$ cat config.mk
export PLATFORM = sky130hd
export DESIGN_NAME = alu_cmd_sequencer_flat
export DESIGN_NICKNAME = d
export VERILOG_FILES = /design/src/rtl/alu_pkg.sv /design/src/rtl/alu_cmd_sequencer_if.sv /design/src/rtl/alu_cmd_fifo.sv /design/src/rtl/alu_cmd_sequencer.sv /design/src/flat_wrapper.sv
export SDC_FILE = /design/constraint.sdc
export NUM_CORES = 1
export LEC_CHECK = 0
export ABC_CLOCK_PERIOD_IN_PS = 2080
export CORE_UTILIZATION = 48
export DETAILED_ROUTE_END_ITERATION = 16
export PLACE_DENSITY_LB_ADDON = 0.05
export SYNTH_ARGS = -nofsm -noshare
export SYNTH_HDL_FRONTEND = slang
export SYNTH_SLANG_ARGS = --single-unit
$ cat constraint.sdc
create_clock -name clk -period 2.08 [get_ports clk]
set_input_delay 0.312 -clock clk [delete_from_list [all_inputs] [get_ports clk]]
set_output_delay 0.312 -clock clk [all_outputs]
set_load 0.02 [all_outputs]
$ cat src/rtl/alu_pkg.sv
// Shared constants, opcode encoding and FSM state type for the ALU command sequencer.
package alu_pkg;

    localparam int unsigned OPCODE_W = 4;
    localparam int unsigned SHIFT_W  = 5;
    localparam int unsigned FLAG_W   = 3;

    localparam logic [OPCODE_W-1:0] ADD = 4'd0;
    localparam logic [OPCODE_W-1:0] SUB = 4'd1;
    localparam logic [OPCODE_W-1:0] AND = 4'd2;
    localparam logic [OPCODE_W-1:0] OR  = 4'd3;

    localparam logic [OPCODE_W-1:0] MAX_LEGAL_OP = 4'd3;

    // Bit positions inside rsp_flags = {carry, zero, overflow}
    localparam int unsigned CARRY = 2;
    localparam int unsigned ZERO  = 1;
    localparam int unsigned OVF   = 0;

    typedef enum logic [1:0] {
        IDLE  = 2'd0,
        ISSUE = 2'd1,
        RESP  = 2'd2
    } state_e;

    function automatic logic is_legal(input logic [OPCODE_W-1:0] op);
        return op <= MAX_LEGAL_OP;
    endfunction

    function automatic logic is_arith(input logic [OPCODE_W-1:0] op);
        return (op == ADD) || (op == SUB);
    endfunction

endpackage

$ cat src/rtl/alu_cmd_sequencer_if.sv
// Command, ALU-drive and response signals of the sequencer bundled into one interface.
interface alu_cmd_sequencer_if #(
    parameter int unsigned WIDTH = 8,
    parameter int unsigned DEPTH = 4
);
    logic                          cmd_valid;
    logic                          cmd_ready;
    logic [alu_pkg::OPCODE_W-1:0]  cmd_opcode;
    logic [WIDTH-1:0]              cmd_a;
    logic [WIDTH-1:0]              cmd_b;
    logic [alu_pkg::SHIFT_W-1:0]   cmd_shift;

    logic [alu_pkg::OPCODE_W-1:0]  alu_opcode;
    logic [WIDTH-1:0]              alu_input1;
    logic [WIDTH-1:0]              alu_input2;
    logic [alu_pkg::SHIFT_W-1:0]   alu_shiftValue;
    logic [WIDTH-1:0]              alu_result;
    logic                          alu_carry;
    logic                          alu_zero;
    logic                          alu_overflow;

    logic                          rsp_valid;
    logic                          rsp_ready;
    logic [WIDTH-1:0]              rsp_result;
    logic [alu_pkg::FLAG_W-1:0]    rsp_flags;
    logic                          rsp_illegal;

    logic                          busy;
    logic [$clog2(DEPTH):0]        fifo_level;

    // Sequencer side
    modport slave (
        input  cmd_valid, cmd_opcode, cmd_a, cmd_b, cmd_shift,
        input  alu_result, alu_carry, alu_zero, alu_overflow,
        input  rsp_ready,
        output cmd_ready,
        output alu_opcode, alu_input1, alu_input2, alu_shiftValue,
        output rsp_valid, rsp_result, rsp_flags, rsp_illegal,
        output busy, fifo_level
    );

    // Producer / ALU / consumer side
    modport master (
        output cmd_valid, cmd_opcode, cmd_a, cmd_b, cmd_shift,
        output alu_result, alu_carry, alu_zero, alu_overflow,
        output rsp_ready,
        input  cmd_ready,
        input  alu_opcode, alu_input1, alu_input2, alu_shiftValue,
        input  rsp_valid, rsp_result, rsp_flags, rsp_illegal,
        input  busy, fifo_level
    );

endinterface

$ cat src/rtl/alu_cmd_fifo.sv
// Synchronous command FIFO; pushes are ignored when full, pops ignored when empty.
module alu_cmd_fifo #(
    parameter int unsigned DW    = 21,
    parameter int unsigned DEPTH = 4
) (
    input  logic                   clk,
    input  logic                   rst_n,
    input  logic                   push_i,
    input  logic [DW-1:0]          wdata_i,
    input  logic                   pop_i,
    output logic [DW-1:0]          rdata_o,
    output logic                   full_o,
    output logic                   empty_o,
    output logic [$clog2(DEPTH):0] level_o
);
    localparam int unsigned AW    = $clog2(DEPTH);
    localparam int unsigned LVL_W = AW + 1;

    logic [DW-1:0]    mem_q [DEPTH];
    logic [AW-1:0]    wr_ptr_q;
    logic [AW-1:0]    rd_ptr_q;
    logic [LVL_W-1:0] count_q;
    logic             do_push;
    logic             do_pop;

    assign full_o  = (count_q == LVL_W'(DEPTH));
    assign empty_o = (count_q == '0);
    assign do_push = push_i && !full_o;
    assign do_pop  = pop_i && !empty_o;
    assign rdata_o = mem_q[rd_ptr_q];
    assign level_o = count_q;

    // Pointers wrap naturally because DEPTH is a power of two
    always_ff @(posedge clk or negedge rst_n) begin
        if (!rst_n) begin
            wr_ptr_q <= '0;
            rd_ptr_q <= '0;
            count_q  <= '0;
        end else begin
            if (do_push) wr_ptr_q <= wr_ptr_q + AW'(1);
            if (do_pop)  rd_ptr_q <= rd_ptr_q + AW'(1);
            count_q <= count_q + LVL_W'(do_push) - LVL_W'(do_pop);
        end
    end

    always_ff @(posedge clk) begin
        if (do_push) mem_q[wr_ptr_q] <= wdata_i;
    end

endmodule

$ cat src/rtl/alu_cmd_sequencer.sv
// Buffers ALU commands, issues one at a time onto registered ALU inputs and
// captures the combinational ALU result into a backpressured response register.
module alu_cmd_sequencer
    import alu_pkg::*;
#(
    parameter int unsigned WIDTH = 8,
    parameter int unsigned DEPTH = 4
) (
    input  logic                clk,
    input  logic                rst_n,
    alu_cmd_sequencer_if.slave  bus
);
    localparam int unsigned CMD_W = OPCODE_W + WIDTH + WIDTH + SHIFT_W;
    localparam int unsigned LVL_W = $clog2(DEPTH) + 1;

    state_e              state_q;
    state_e              state_d;
    logic                pop_c;
    logic                capture_c;
    logic                rsp_clr_c;

    logic [CMD_W-1:0]    fifo_wdata;
    logic [CMD_W-1:0]    fifo_rdata;
    logic                fifo_full;
    logic                fifo_empty;
    logic [LVL_W-1:0]    fifo_level;

    logic [OPCODE_W-1:0] alu_opcode_q;
    logic [WIDTH-1:0]    alu_a_q;
    logic [WIDTH-1:0]    alu_b_q;
    logic [SHIFT_W-1:0]  alu_shift_q;

    logic                rsp_valid_q;
    logic [WIDTH-1:0]    rsp_result_q;
    logic [WIDTH-1:0]    rsp_result_d;
    logic [FLAG_W-1:0]   rsp_flags_q;
    logic [FLAG_W-1:0]   rsp_flags_d;
    logic                rsp_illegal_q;
    logic                rsp_illegal_d;

    assign fifo_wdata = {bus.cmd_opcode, bus.cmd_a, bus.cmd_b, bus.cmd_shift};

    alu_cmd_fifo #(
        .DW    (CMD_W),
        .DEPTH (DEPTH)
    ) u_fifo (
        .clk     (clk),
        .rst_n   (rst_n),
        .push_i  (bus.cmd_valid),
        .wdata_i (fifo_wdata),
        .pop_i   (pop_c),
        .rdata_o (fifo_rdata),
        .full_o  (fifo_full),
        .empty_o (fifo_empty),
        .level_o (fifo_level)
    );

    always_ff @(posedge clk or negedge rst_n) begin
        if (!rst_n) state_q <= IDLE;
        else        state_q <= state_d;
    end

    always_comb begin
        state_d = state_q;
        case (state_q)
            IDLE:    if (!fifo_empty) state_d = ISSUE;
            ISSUE:   state_d = RESP;
            RESP:    if (bus.rsp_ready) state_d = fifo_empty ? IDLE : ISSUE;
            default: state_d = IDLE;
        endcase
    end

    always_comb begin
        pop_c     = 1'b0;
        capture_c = 1'b0;
        rsp_clr_c = 1'b0;
        case (state_q)
            IDLE:  pop_c = !fifo_empty;
            ISSUE: capture_c = 1'b1;
            RESP: begin
                rsp_clr_c = bus.rsp_ready;
                pop_c     = bus.rsp_ready && !fifo_empty;
            end
            default: ;
        endcase
    end

    // ALU operand registers only change on a pop, so they hold in IDLE/RESP
    always_ff @(posedge clk or negedge rst_n) begin
        if (!rst_n) begin
            alu_opcode_q <= '0;
            alu_a_q      <= '0;
            alu_b_q      <= '0;
            alu_shift_q  <= '0;
        end else if (pop_c) begin
            {alu_opcode_q, alu_a_q, alu_b_q, alu_shift_q} <= fifo_rdata;
        end
    end

    // Logic ops report only zero; illegal opcodes ignore the ALU entirely
    always_comb begin
        rsp_result_d  = '0;
        rsp_flags_d   = '0;
        rsp_illegal_d = 1'b0;
        if (!is_legal(alu_opcode_q)) begin
            rsp_flags_d[ZERO] = 1'b1;
            rsp_illegal_d     = 1'b1;
        end else begin
            rsp_result_d      = bus.alu_result;
            rsp_flags_d[ZERO] = bus.alu_zero;
            if (is_arith(alu_opcode_q)) begin
                rsp_flags_d[CARRY] = bus.alu_carry;
                rsp_flags_d[OVF]   = bus.alu_overflow;
            end
        end
    end

    always_ff @(posedge clk or negedge rst_n) begin
        if (!rst_n) begin
            rsp_valid_q   <= 1'b0;
            rsp_result_q  <= '0;
            rsp_flags_q   <= '0;
            rsp_illegal_q <= 1'b0;
        end else if (capture_c) begin
            rsp_valid_q   <= 1'b1;
            rsp_result_q  <= rsp_result_d;
            rsp_flags_q   <= rsp_flags_d;
            rsp_illegal_q <= rsp_illegal_d;
        end else if (rsp_clr_c) begin
            rsp_valid_q   <= 1'b0;
        end
    end

    assign bus.cmd_ready      = !fifo_full;
    assign bus.alu_opcode     = alu_opcode_q;
    assign bus.alu_input1     = alu_a_q;
    assign bus.alu_input2     = alu_b_q;
    assign bus.alu_shiftValue = alu_shift_q;
    assign bus.rsp_valid      = rsp_valid_q;
    assign bus.rsp_result     = rsp_result_q;
    assign bus.rsp_flags      = rsp_flags_q;
    assign bus.rsp_illegal    = rsp_illegal_q;
    assign bus.busy           = (state_q != IDLE) || !fifo_empty;
    assign bus.fifo_level     = fifo_level;

endmodule

$ cat src/flat_wrapper.sv
// flat-port wrapper written by rule: the top's interface ports become plain ports
module alu_cmd_sequencer_flat import alu_pkg::*;
#(
    parameter int unsigned WIDTH = 8,
    parameter int unsigned DEPTH = 4
)
  (clk, rst_n, bus_cmd_valid, bus_cmd_opcode, bus_cmd_a, bus_cmd_b, bus_cmd_shift, bus_alu_result, bus_alu_carry, bus_alu_zero, bus_alu_overflow, bus_rsp_ready, bus_cmd_ready, bus_alu_opcode, bus_alu_input1, bus_alu_input2, bus_alu_shiftValue, bus_rsp_valid, bus_rsp_result, bus_rsp_flags, bus_rsp_illegal, bus_busy, bus_fifo_level);
  alu_cmd_sequencer_if #(.WIDTH(WIDTH), .DEPTH(DEPTH)) bus_i ();
  input  logic clk;
  input  logic rst_n;
  input wire logic [$bits(bus_i.cmd_valid)-1:0] bus_cmd_valid;
  input wire logic [$bits(bus_i.cmd_opcode)-1:0] bus_cmd_opcode;
  input wire logic [$bits(bus_i.cmd_a)-1:0] bus_cmd_a;
  input wire logic [$bits(bus_i.cmd_b)-1:0] bus_cmd_b;
  input wire logic [$bits(bus_i.cmd_shift)-1:0] bus_cmd_shift;
  input wire logic [$bits(bus_i.alu_result)-1:0] bus_alu_result;
  input wire logic [$bits(bus_i.alu_carry)-1:0] bus_alu_carry;
  input wire logic [$bits(bus_i.alu_zero)-1:0] bus_alu_zero;
  input wire logic [$bits(bus_i.alu_overflow)-1:0] bus_alu_overflow;
  input wire logic [$bits(bus_i.rsp_ready)-1:0] bus_rsp_ready;
  output wire logic [$bits(bus_i.cmd_ready)-1:0] bus_cmd_ready;
  output wire logic [$bits(bus_i.alu_opcode)-1:0] bus_alu_opcode;
  output wire logic [$bits(bus_i.alu_input1)-1:0] bus_alu_input1;
  output wire logic [$bits(bus_i.alu_input2)-1:0] bus_alu_input2;
  output wire logic [$bits(bus_i.alu_shiftValue)-1:0] bus_alu_shiftValue;
  output wire logic [$bits(bus_i.rsp_valid)-1:0] bus_rsp_valid;
  output wire logic [$bits(bus_i.rsp_result)-1:0] bus_rsp_result;
  output wire logic [$bits(bus_i.rsp_flags)-1:0] bus_rsp_flags;
  output wire logic [$bits(bus_i.rsp_illegal)-1:0] bus_rsp_illegal;
  output wire logic [$bits(bus_i.busy)-1:0] bus_busy;
  output wire logic [$bits(bus_i.fifo_level)-1:0] bus_fifo_level;
  assign bus_i.cmd_valid = bus_cmd_valid;
  assign bus_i.cmd_opcode = bus_cmd_opcode;
  assign bus_i.cmd_a = bus_cmd_a;
  assign bus_i.cmd_b = bus_cmd_b;
  assign bus_i.cmd_shift = bus_cmd_shift;
  assign bus_i.alu_result = bus_alu_result;
  assign bus_i.alu_carry = bus_alu_carry;
  assign bus_i.alu_zero = bus_alu_zero;
  assign bus_i.alu_overflow = bus_alu_overflow;
  assign bus_i.rsp_ready = bus_rsp_ready;
  assign bus_cmd_ready = bus_i.cmd_ready;
  assign bus_alu_opcode = bus_i.alu_opcode;
  assign bus_alu_input1 = bus_i.alu_input1;
  assign bus_alu_input2 = bus_i.alu_input2;
  assign bus_alu_shiftValue = bus_i.alu_shiftValue;
  assign bus_rsp_valid = bus_i.rsp_valid;
  assign bus_rsp_result = bus_i.rsp_result;
  assign bus_rsp_flags = bus_i.rsp_flags;
  assign bus_rsp_illegal = bus_i.rsp_illegal;
  assign bus_busy = bus_i.busy;
  assign bus_fifo_level = bus_i.fifo_level;
  alu_cmd_sequencer #(.WIDTH(WIDTH), .DEPTH(DEPTH)) u_core (.clk(clk), .rst_n(rst_n), .bus(bus_i));
endmodule
==> results of run 1 <==
[per-stage QoR]
| step | TNS [ps] | power (mW) | instance area [µm²] | util (%) |
|---|---|---|---|---|
| 2_1_floorplan | -133 | 7.21 | 5670 | - |
| 3_3_place_gp | -183 | 8.70 | 6810 | 59.4 |
| 3_5_place_dp | -248 | 8.77 | 6810 | 59.4 |
| 4_1_cts | 0 | 11.6 | 7360 | 64.2 |
| 5_1_grt | -108 | 12.2 | 7410 | 64.6 |
| 6_report | -20.8 | 11.6 | 7410 | 64.6 |
[cells in the mapped netlist]
cell	instances	share of area, %
sky130_fd_sc_hd__nor4_1	2	0.22
sky130_fd_sc_hd__nor4b_1	1	0.16
sky130_fd_sc_hd__clkbuf_1	2	0.13
sky130_fd_sc_hd__buf_6	3	0.60
sky130_fd_sc_hd__buf_12	2	0.71
sky130_fd_sc_hd__nor3_2	2	0.35
sky130_fd_sc_hd__and2_4	1	0.16
sky130_fd_sc_hd__inv_1	9	0.60
sky130_fd_sc_hd__nand2b_1	2	0.22
sky130_fd_sc_hd__a21oi_1	4	0.35
sky130_fd_sc_hd__mux4_2	18	7.2
sky130_fd_sc_hd__and3_1	4	0.44
sky130_fd_sc_hd__nor3_1	1	0.089
sky130_fd_sc_hd__buf_2	3	0.27
sky130_fd_sc_hd__a22o_1	10	1.6
sky130_fd_sc_hd__mux4_1	7	3.3
sky130_fd_sc_hd__nor2b_1	1	0.11
sky130_fd_sc_hd__edfxtp_1	100	53
sky130_fd_sc_hd__ha_1	6	1.3
sky130_fd_sc_hd__mux2_4	19	5.0
sky130_fd_sc_hd__dfrtp_1	47	21
sky130_fd_sc_hd__o21ai_0	1	0.089
sky130_fd_sc_hd__fa_1	1	0.35
sky130_fd_sc_hd__xnor2_1	3	0.47
sky130_fd_sc_hd__mux2_2	7	1.4
sky130_fd_sc_hd__xor2_1	2	0.31
sky130_fd_sc_hd__nor3_4	1	0.29
sky130_fd_sc_hd__nor2_1	1	0.066
sky130_fd_sc_hd__nand2_1	2	0.13
sky130_fd_sc_hd__or3b_1	1	0.16
[logic make-up (layout without fill, tap and decap cells)]
kind of cell             Yosys count  after routing  synth area share, %
AO/OA/AOI/OAI                     15             15                 1.99
adder cells (fa/ha/maj)            7              7                 1.68
flip-flops                       147            147                 74.0
XOR/XNOR                           5              5                0.775
AND/OR/NAND/NOR                   19             19                 2.39
buffers and inverters             19            146                 2.30
multiplexers                      51             51                 16.9
[path summary, 6_finish.rpt]
kind | start | endpoint | slack (ps) | depth (start not counted)
max | u_core.u_fifo.level_o[0] | u_core.u_fifo.level_o[2] | -20 | 9
min | rst_n | u_core.bus.alu_shiftValue[4] | 420 | 2
max reg2reg | u_core.u_fifo.level_o[0] | u_core.u_fifo.level_o[2] | -20 | 9
min reg2reg | u_core.bus.rsp_result[3] | u_core.bus.rsp_result[3] | 500 | 1
max in group asynchronous | rst_n | u_core.bus.alu_input2[5] | 1120 | 3
min in group clk | u_core.bus.rsp_result[3] | u_core.bus.rsp_result[3] | 500 | 1
[sequential cells by signal, summed over array words and instances (netlist names), 3 cells and up]
signal                     cells
u_core.bus.alu_input2          8
u_core.bus.alu_opcode          4
u_core.bus.alu_input1          8
u_core.u_fifo.level_o          3
u_core.bus.rsp_result          8
u_core.bus.rsp_flags           3
u_core.u_fifo.mem_q          100
u_core.bus.alu_shiftValue      5
[power by group through the flow]
stage	clock network, mW	registers, mW	logic [mW]
after floorplan	0	4.84	2.37
after global placement	0	4.48	4.22
after detailed placement	0	4.50	4.27
after CTS	2.88	4.45	4.27
after global routing	3.00	4.53	4.64
final	2.82	4.44	4.32
[routing by layer]
metal	track usage, %	vias to the layer above
met5	0	-
li1	-	1280
met1	21.1	1413
met4	7.47	0
met2	29.2	61
met3	5.98	11
[area by class of cell]
class / instances / area, µm² / share of cell area [%]
flip-flops and latches: 147 / 4180 / 56.5
multi-input cells: 97 / 1380 / 18.7
repair buffers: 106 / 1080 / 14.6
clock buffers: 24 / 462 / 6.23
well taps: 143 / 179 / 2.41
clock inverters: 7 / 82.6 / 1.11
inverters: 9 / 36.3 / 0.490
[placed cells by master, fill, tap and decap left out, types with 3 or more instances in the layout]
master | synthesis | layout
sky130_fd_sc_hd__edfxtp_1 | 100 | 100
sky130_fd_sc_hd__clkdlybuf4s50_1 | 0 | 79
sky130_fd_sc_hd__dfrtp_1 | 47 | 43
sky130_fd_sc_hd__mux2_4 | 19 | 19
sky130_fd_sc_hd__mux4_2 | 18 | 18
sky130_fd_sc_hd__clkbuf_16 | 0 | 17
sky130_fd_sc_hd__buf_4 | 0 | 16
sky130_fd_sc_hd__a22o_1 | 10 | 10
sky130_fd_sc_hd__inv_1 | 9 | 7
sky130_fd_sc_hd__mux4_1 | 7 | 7
sky130_fd_sc_hd__mux2_2 | 7 | 7
sky130_fd_sc_hd__buf_12 | 2 | 7
sky130_fd_sc_hd__clkbuf_1 | 2 | 6
sky130_fd_sc_hd__and3_1 | 4 | 4
sky130_fd_sc_hd__a21oi_1 | 4 | 4
sky130_fd_sc_hd__ha_1 | 6 | 4
sky130_fd_sc_hd__dfrtp_2 | 0 | 4
sky130_fd_sc_hd__clkinv_2 | 0 | 3
[timing repair]
item,CTS,global route
pin swaps,0,6
setup buffers,0,2
cloned,0,0
setup endpoints to repair,2,3
hold endpoints to repair,18,0
hold buffers,1,0
gates resized for setup,2,5
==> tab_implementation.tex, run 1 <==
\begin{tabular}{lr}
\hline
Metric & Value \\
\hline
\multicolumn{2}{l}{\textbf{Placed design}} \\
Number of input and output port buffers inserted & 82 \\
Pre-CTS setup slack & -191 ps \\
Number of instances in the placed design & 499 \\
GPL Wtd Cong & 0.713 \\
Post-DP HPWL & just over 6000 µm \\
\multicolumn{2}{l}{\textbf{Worst setup path}} \\
Most frequent CP cell & sky130\_fd\_sc\_hd\_\_ha\_4 \\
Critical path peak fanout & 4 \\
Startpoint type of the worst setup path & flip-flop \\
Worst path required time & 2370 ps \\
Worst Path Buf+Inv & 2 \\
CP max stage cell & sky130\_fd\_sc\_hd\_\_dfrtp\_2 \\
Setup crit end kind & flip-flop \\
Path type of the worst setup path & reg2reg \\
Worst stage delay on the critical path & 440 ps \\
CP Cell Sequence & or3b\_4, and2\_4, inv\_4, ha\_4, inv\_2, ha\_4, fa\_2, xnor2\_2, xnor2\_1 \\
Arrival time worst endpoint & between 2000 and 2500 ps \\
Cell family contributing the most delay on the critical path & adder cells \\
\multicolumn{2}{l}{\textbf{Global routing}} \\
First-pass GRT wire length & 15800 µm \\
Remaining global-route overflow & 0 \\
Number of global-route vias before repair & about 2900 \\
Number of antenna violations at the first check in global routing & 0 \\
Total routing usage reported by global routing & around 18\% \\
Pin count of the biggest net entering global routing & 27 \\
\multicolumn{2}{l}{\textbf{Power and ir drop}} \\
Switching power share of the total & approximately 29\% \\
Portion of total power attributed to the clock network & 24.3\% \\
Power dissipated by switching net loads & 3.36 mW \\
PD cells & around 1600 nW/µm² \\
Logic pwr share & a little under two fifths \\
Internal & slightly above 8 mW \\
Peak supply drop & around 1.1 mV \\
Static power due to leakage & 2.79 nW \\
Sequential share of power & between 30\% and 40\% \\
\multicolumn{2}{l}{\textbf{Synth}} \\
Seq/Total Area, Yosys & around three quarters \\
Number of distinct library cells after synthesis & 30 \\
Synthesis Warnings & 0 \\
Synthesized area divided by synthesized cell count & about 21 µm² \\
Post-Synthesis Cell Area & 5650 µm² \\
Synth Net Count & 310 \\
Seq cells post-synth & around 150 \\
Number of instances in the synthesized netlist & 263 \\
\multicolumn{2}{l}{\textbf{Timing}} \\
Post-route minimum period & approximately 2100 ps \\
Smallest setup slack after layout & -20.8 ps \\
Number of hold-slack violations in the final timing report & 0 \\
Pins over their slew limit & 0 \\
Crit share post-route & 101\% \\
Peak clock frequency supported by timing & between 400 and 500 MHz \\
Relative slew slack & between 60\% and 70\% \\
Worst-case hold slack & 424 ps \\
Clk\_skew & approximately 5.8 ps \\
Unrepaired setup endpoints after global routing & yes \\
Worst-margin pin slew & between 500 and 600 ps \\
Setup-failing EPs final & 1 \\
\multicolumn{2}{l}{\textbf{Floorplanning}} \\
Number of top-level pins & 83 \\
Die Area & around 12000 µm² \\
Initial standard-cell utilization of the core & approximately half \\
Width of the chip & 110 µm \\
Core region area & roughly 11000 µm² \\
Height of the die & 110 µm \\
Rows & 39 \\
\multicolumn{2}{l}{\textbf{Clock tree}} \\
CTS tree & yes \\
Number of levels the H-tree was split into & 4 \\
Number of sinks driven by the clock tree & 147 \\
Buffers from clock root to sink, at most & 2 \\
Clk slew on worst S/H paths & $\sim$60 ps \\
Clock Root Buffer & sky130\_fd\_sc\_hd\_\_clkbuf\_16 \\
Total CTS buffers & 17 \\
Worst-skew pair later-pin latency & 410 ps \\
\multicolumn{2}{l}{\textbf{Routing}} \\
Total length of routed wires & a little under 10000 µm \\
Met1 wire length & 4310 µm \\
Average via count per standard cell & slightly above 5 \\
Pre-antenna DRT Iters & 4 \\
Max Used Layer & met4 \\
Mean routed wirelength per cell & 18.5 µm \\
Routed wl met2 & between 5000 and 6000 µm \\
Routed Antenna Nets & 0 \\
Total DRC errors in the routed layout & 0 \\
Detailed-route via count & between 2000 and 3000 \\
DRT iter0 DRCs & 128 \\
Met3 layer wire length in the routed design & around 400 µm \\
\multicolumn{2}{l}{\textbf{Run status}} \\
Outcome & complete, but fails checks \\
Violated checks & negative setup slack \\
\multicolumn{2}{l}{\textbf{Min path}} \\
Worst hold-check path type & in2async \\
\multicolumn{2}{l}{\textbf{Finish}} \\
Share of cells above drive strength 1 & 27.2\% \\
Growth of design area from synthesis to finish & 31.2\% \\
Filler Cells Inserted & 802 \\
Number of antenna cells inserted & 0 \\
Final net count & approximately 430 \\
Final Non-Filler Cells & $\sim$530 \\
\multicolumn{2}{l}{\textbf{Job}} \\
Number of max-capacitance violations reported & 0 \\
\hline
\end{tabular}
No activity file was read; power rests on OpenSTA's default activity.
==> run 2, diff against run 1 <==
--- a/config.mk
+++ b/config.mk
@@ -6,9 +6,10 @@
 export NUM_CORES = 1
 export LEC_CHECK = 0
 export ABC_CLOCK_PERIOD_IN_PS = 2080
+export CAP_MARGIN = 10
 export CORE_UTILIZATION = 48
 export DETAILED_ROUTE_END_ITERATION = 16
-export PLACE_DENSITY_LB_ADDON = 0.05
+export PLACE_DENSITY = 0.82
 export SYNTH_ARGS = -nofsm -noshare
 export SYNTH_HDL_FRONTEND = slang
 export SYNTH_SLANG_ARGS = --single-unit
==> tab_implementation.tex, run 2 (synthesized netlist as in run 1, its figures left out) <==
\begin{tabular}{lr}
\hline
Metric & Value \\
\hline
\multicolumn{2}{l}{\textbf{Clock tree}} \\
Clk slew on worst S/H paths & 60 ps (about the same) \\
Number of levels the H-tree was split into & 4 (unchanged) \\
CTS tree & yes (unchanged) \\
Number of sinks driven by the clock tree & 147 (unchanged) \\
Worst-skew pair later-pin latency & 410 ps (about the same) \\
Total CTS buffers & 17 (unchanged) \\
Clock Root Buffer & sky130\_fd\_sc\_hd\_\_clkbuf\_16 (unchanged) \\
Buffers from clock root to sink, at most & 2 (unchanged) \\
\multicolumn{2}{l}{\textbf{Placed design}} \\
Number of instances in the placed design & 496 (was 499) \\
Pre-CTS setup slack & -237 ps (was -191 ps) \\
Number of input and output port buffers inserted & 82 (unchanged) \\
GPL Wtd Cong & 0.758 (was 0.713) \\
Post-DP HPWL & 6080 µm (was 6130 µm) \\
\multicolumn{2}{l}{\textbf{Timing}} \\
Pins over their slew limit & 0 (unchanged) \\
Relative slew slack & 62.6\% (was 62.9\%) \\
Worst-margin pin slew & 557 ps (about the same) \\
Peak clock frequency supported by timing & 475 MHz (was 476 MHz) \\
Clk\_skew & 6.58 ps (was 5.78 ps) \\
Post-route minimum period & 2100 ps (about the same) \\
Crit share post-route & 101\% (about the same) \\
Setup-failing EPs final & 1 (unchanged) \\
Unrepaired setup endpoints after global routing & yes (unchanged) \\
Smallest setup slack after layout & -23.3 ps (was -20.8 ps) \\
Number of hold-slack violations in the final timing report & 0 (unchanged) \\
Worst-case hold slack & 428 ps (was 424 ps) \\
\multicolumn{2}{l}{\textbf{Finish}} \\
Number of antenna cells inserted & 0 (unchanged) \\
Post-layout util & 64.9\% (was 64.6\%) \\
Growth of design area from synthesis to finish & 31.7\% (was 31.2\%) \\
Share of cells above drive strength 1 & 27.8\% (was 27.2\%) \\
Most common cell after layout, fill and taps aside & sky130\_fd\_sc\_hd\_\_edfxtp\_1 (unchanged) \\
Final Non-Filler Cells & 531 (was 533) \\
Flip-flop count of the largest register after layout & 100 (unchanged) \\
Filler Cells Inserted & 779 (was 802) \\
Largest register by flop count & u\_core.u\_fifo.mem\_q (unchanged) \\
Final net count & 422 (was 425) \\
Top library cells by usage in the layout, fill and taps aside & sky130\_fd\_sc\_hd\_\_edfxtp\_1, sky130\_fd\_sc\_hd\_\_clkdlybuf4s50\_1, sky130\_fd\_sc\_hd\_\_dfrtp\_1 (unchanged) \\
\multicolumn{2}{l}{\textbf{Worst setup path}} \\
Worst stage delay on the critical path & 410 ps (was 440 ps) \\
Setup crit end kind & flip-flop (unchanged) \\
CP Cell Sequence & or3b\_4, and2\_4, inv\_2, ha\_1, inv\_1, ha\_2, fa\_2, xnor2\_2, xnor2\_1 (was or3b\_4, and2\_4, inv\_4, ha\_4, inv\_2, ha\_4, fa\_2, xnor2\_2, xnor2\_1) \\
Worst Path Buf+Inv & 2 (unchanged) \\
Arrival time worst endpoint & 2390 ps (about the same) \\
Path type of the worst setup path & reg2reg (unchanged) \\
Worst path required time & 2370 ps (about the same) \\
Internal reg-to-reg setup slack & -20 ps (about the same) \\
CP max stage cell & sky130\_fd\_sc\_hd\_\_dfrtp\_2 (unchanged) \\
Startpoint type of the worst setup path & flip-flop (unchanged) \\
Critical path peak fanout & 3 (was 4) \\
Register-to-Register Path Depth & 9 (unchanged) \\
Cell family contributing the most delay on the critical path & adder cells (unchanged) \\
Critical R2R Capture & u\_core.u\_fifo.level\_o[2] (unchanged) \\
Origin of the critical flop-to-flop path & u\_core.u\_fifo.level\_o[0] (unchanged) \\
Crit path launch & u\_core.u\_fifo.level\_o[0] (unchanged) \\
\multicolumn{2}{l}{\textbf{Floorplanning}} \\
Core region area & 11500 µm² (unchanged) \\
Height of the die & 110 µm (unchanged) \\
Initial standard-cell utilization of the core & 49.3\% (unchanged) \\
Die Area & 12200 µm² (unchanged) \\
Rows & 39 (unchanged) \\
Width of the chip & 110 µm (unchanged) \\
Number of top-level pins & 83 (unchanged) \\
\multicolumn{2}{l}{\textbf{Routing}} \\
Pre-antenna DRT Iters & 5 (was 4) \\
Average via count per standard cell & 5.30 (was 5.19) \\
Detailed-route via count & 2815 (was 2765) \\
Total length of routed wires & 10000 µm (was 9840 µm) \\
Mean routed wirelength per cell & 18.9 µm (was 18.5 µm) \\
Routed Antenna Nets & 0 (unchanged) \\
Total DRC errors in the routed layout & 0 (unchanged) \\
DRT iter0 DRCs & 106 (was 128) \\
\multicolumn{2}{l}{\textbf{Global routing}} \\
Number of global-route vias before repair & 3076 (was 2934) \\
Total routing usage reported by global routing & 18.0\% (was 17.6\%) \\
First-pass GRT wire length & 16400 µm (was 15800 µm) \\
Remaining global-route overflow & 0 (unchanged) \\
Number of antenna violations at the first check in global routing & 0 (unchanged) \\
Pin count of the biggest net entering global routing & 28 (was 27) \\
\multicolumn{2}{l}{\textbf{Run status}} \\
Violated checks & negative setup slack (unchanged) \\
Outcome & complete, but fails checks (unchanged) \\
\multicolumn{2}{l}{\textbf{Power and ir drop}} \\
PnR Total Power & 12.0 mW (was 11.6 mW) \\
Static power due to leakage & 2.80 nW (was 2.79 nW) \\
Peak supply drop & 0.989 mV (was 1.08 mV) \\
PD cells & 1610 nW/µm² (was 1560 nW/µm²) \\
\multicolumn{2}{l}{\textbf{Job}} \\
Number of max-capacitance violations reported & 0 (unchanged) \\
\multicolumn{2}{l}{\textbf{Min path}} \\
Worst hold-check path type & in2async (unchanged) \\
\hline
\end{tabular}
[run 2: worst reg2reg max path, stage by stage (launching register included)]
cell	delay [ps]
sky130_fd_sc_hd__dfrtp_2	410
sky130_fd_sc_hd__or3b_4	410
sky130_fd_sc_hd__and2_4	150
sky130_fd_sc_hd__inv_2	40
sky130_fd_sc_hd__ha_1	120
sky130_fd_sc_hd__inv_1	40
sky130_fd_sc_hd__ha_2	170
sky130_fd_sc_hd__fa_2	360
sky130_fd_sc_hd__xnor2_2	150
sky130_fd_sc_hd__xnor2_1	130
[run 2: cell type report]
class	instances	area [µm²]	area share, %
well taps	143	179	2.41
inverters	9	33.8	0.454
clock inverters	13	208	2.79
repair buffers	103	1040	14.0
flip-flops and latches	147	4180	56.2
multi-input cells	97	1360	18.3
clock buffers	19	433	5.82
[run 2: per-layer routing]
metal	GRT usage [%]	vias to the layer above	wire, µm
li1	-	1272	-
met1	21.3	1455	4100
met2	31.0	72	5400
met3	3.95	16	326
met4	9.51	0	193
met5	0	-	0
[run 2: worst max path at each step]
stage	endpoint	slack [ps]	cells past startpoint
after CTS	u_core.u_fifo.level_o[2]	-4	9
after detailed placement	u_core.u_fifo.level_o[2]	-240	9
after floorplan	u_core.u_fifo.level_o[2]	-100	9
after global placement	u_core.u_fifo.level_o[2]	-140	9
final	u_core.u_fifo.level_o[2]	-20	9
after global routing	u_core.u_fifo.level_o[2]	-80	9
[run 2: repair_timing]
item	CTS	global route
resized for setup	4	0
setup buffers	2	0
endpoints found under the hold margin	21	0
hold buffers	1	0
pin swaps	1	0
endpoints found under the setup margin	3	2
gates cloned	0	0
[run 2: metrics by stage]
| stage | setup TNS [ps] | cell area (µm²) |
|---|---|---|
| finish | -23.3 | 7440 |
| global route | -85.9 | 7440 |
| CTS | -3.81 | 7440 |
| detailed placement | -319 | 6760 |
| global placement | -153 | 6760 |
| floorplan | -133 | 5670 |
[run 2: report_power, final]
part	leakage, nW	switching (mW)	internal, mW
clock network	0.300	1.15	2.13
logic	1.02	1.92	2.34
registers	1.48	0.390	4.02
total	2.80	3.46	8.49
==> run 3, diff against run 2 <==
--- a/config.mk
+++ b/config.mk
@@ -9,6 +9,7 @@
 export CAP_MARGIN = 10
 export CORE_UTILIZATION = 48
 export DETAILED_ROUTE_END_ITERATION = 16
+export GPL_ROUTABILITY_DRIVEN = 0
 export PLACE_DENSITY = 0.82
 export SYNTH_ARGS = -nofsm -noshare
 export SYNTH_HDL_FRONTEND = slang
==> results of run 3 <==
Final layout, timing and power as in run 2 (identical DEF).
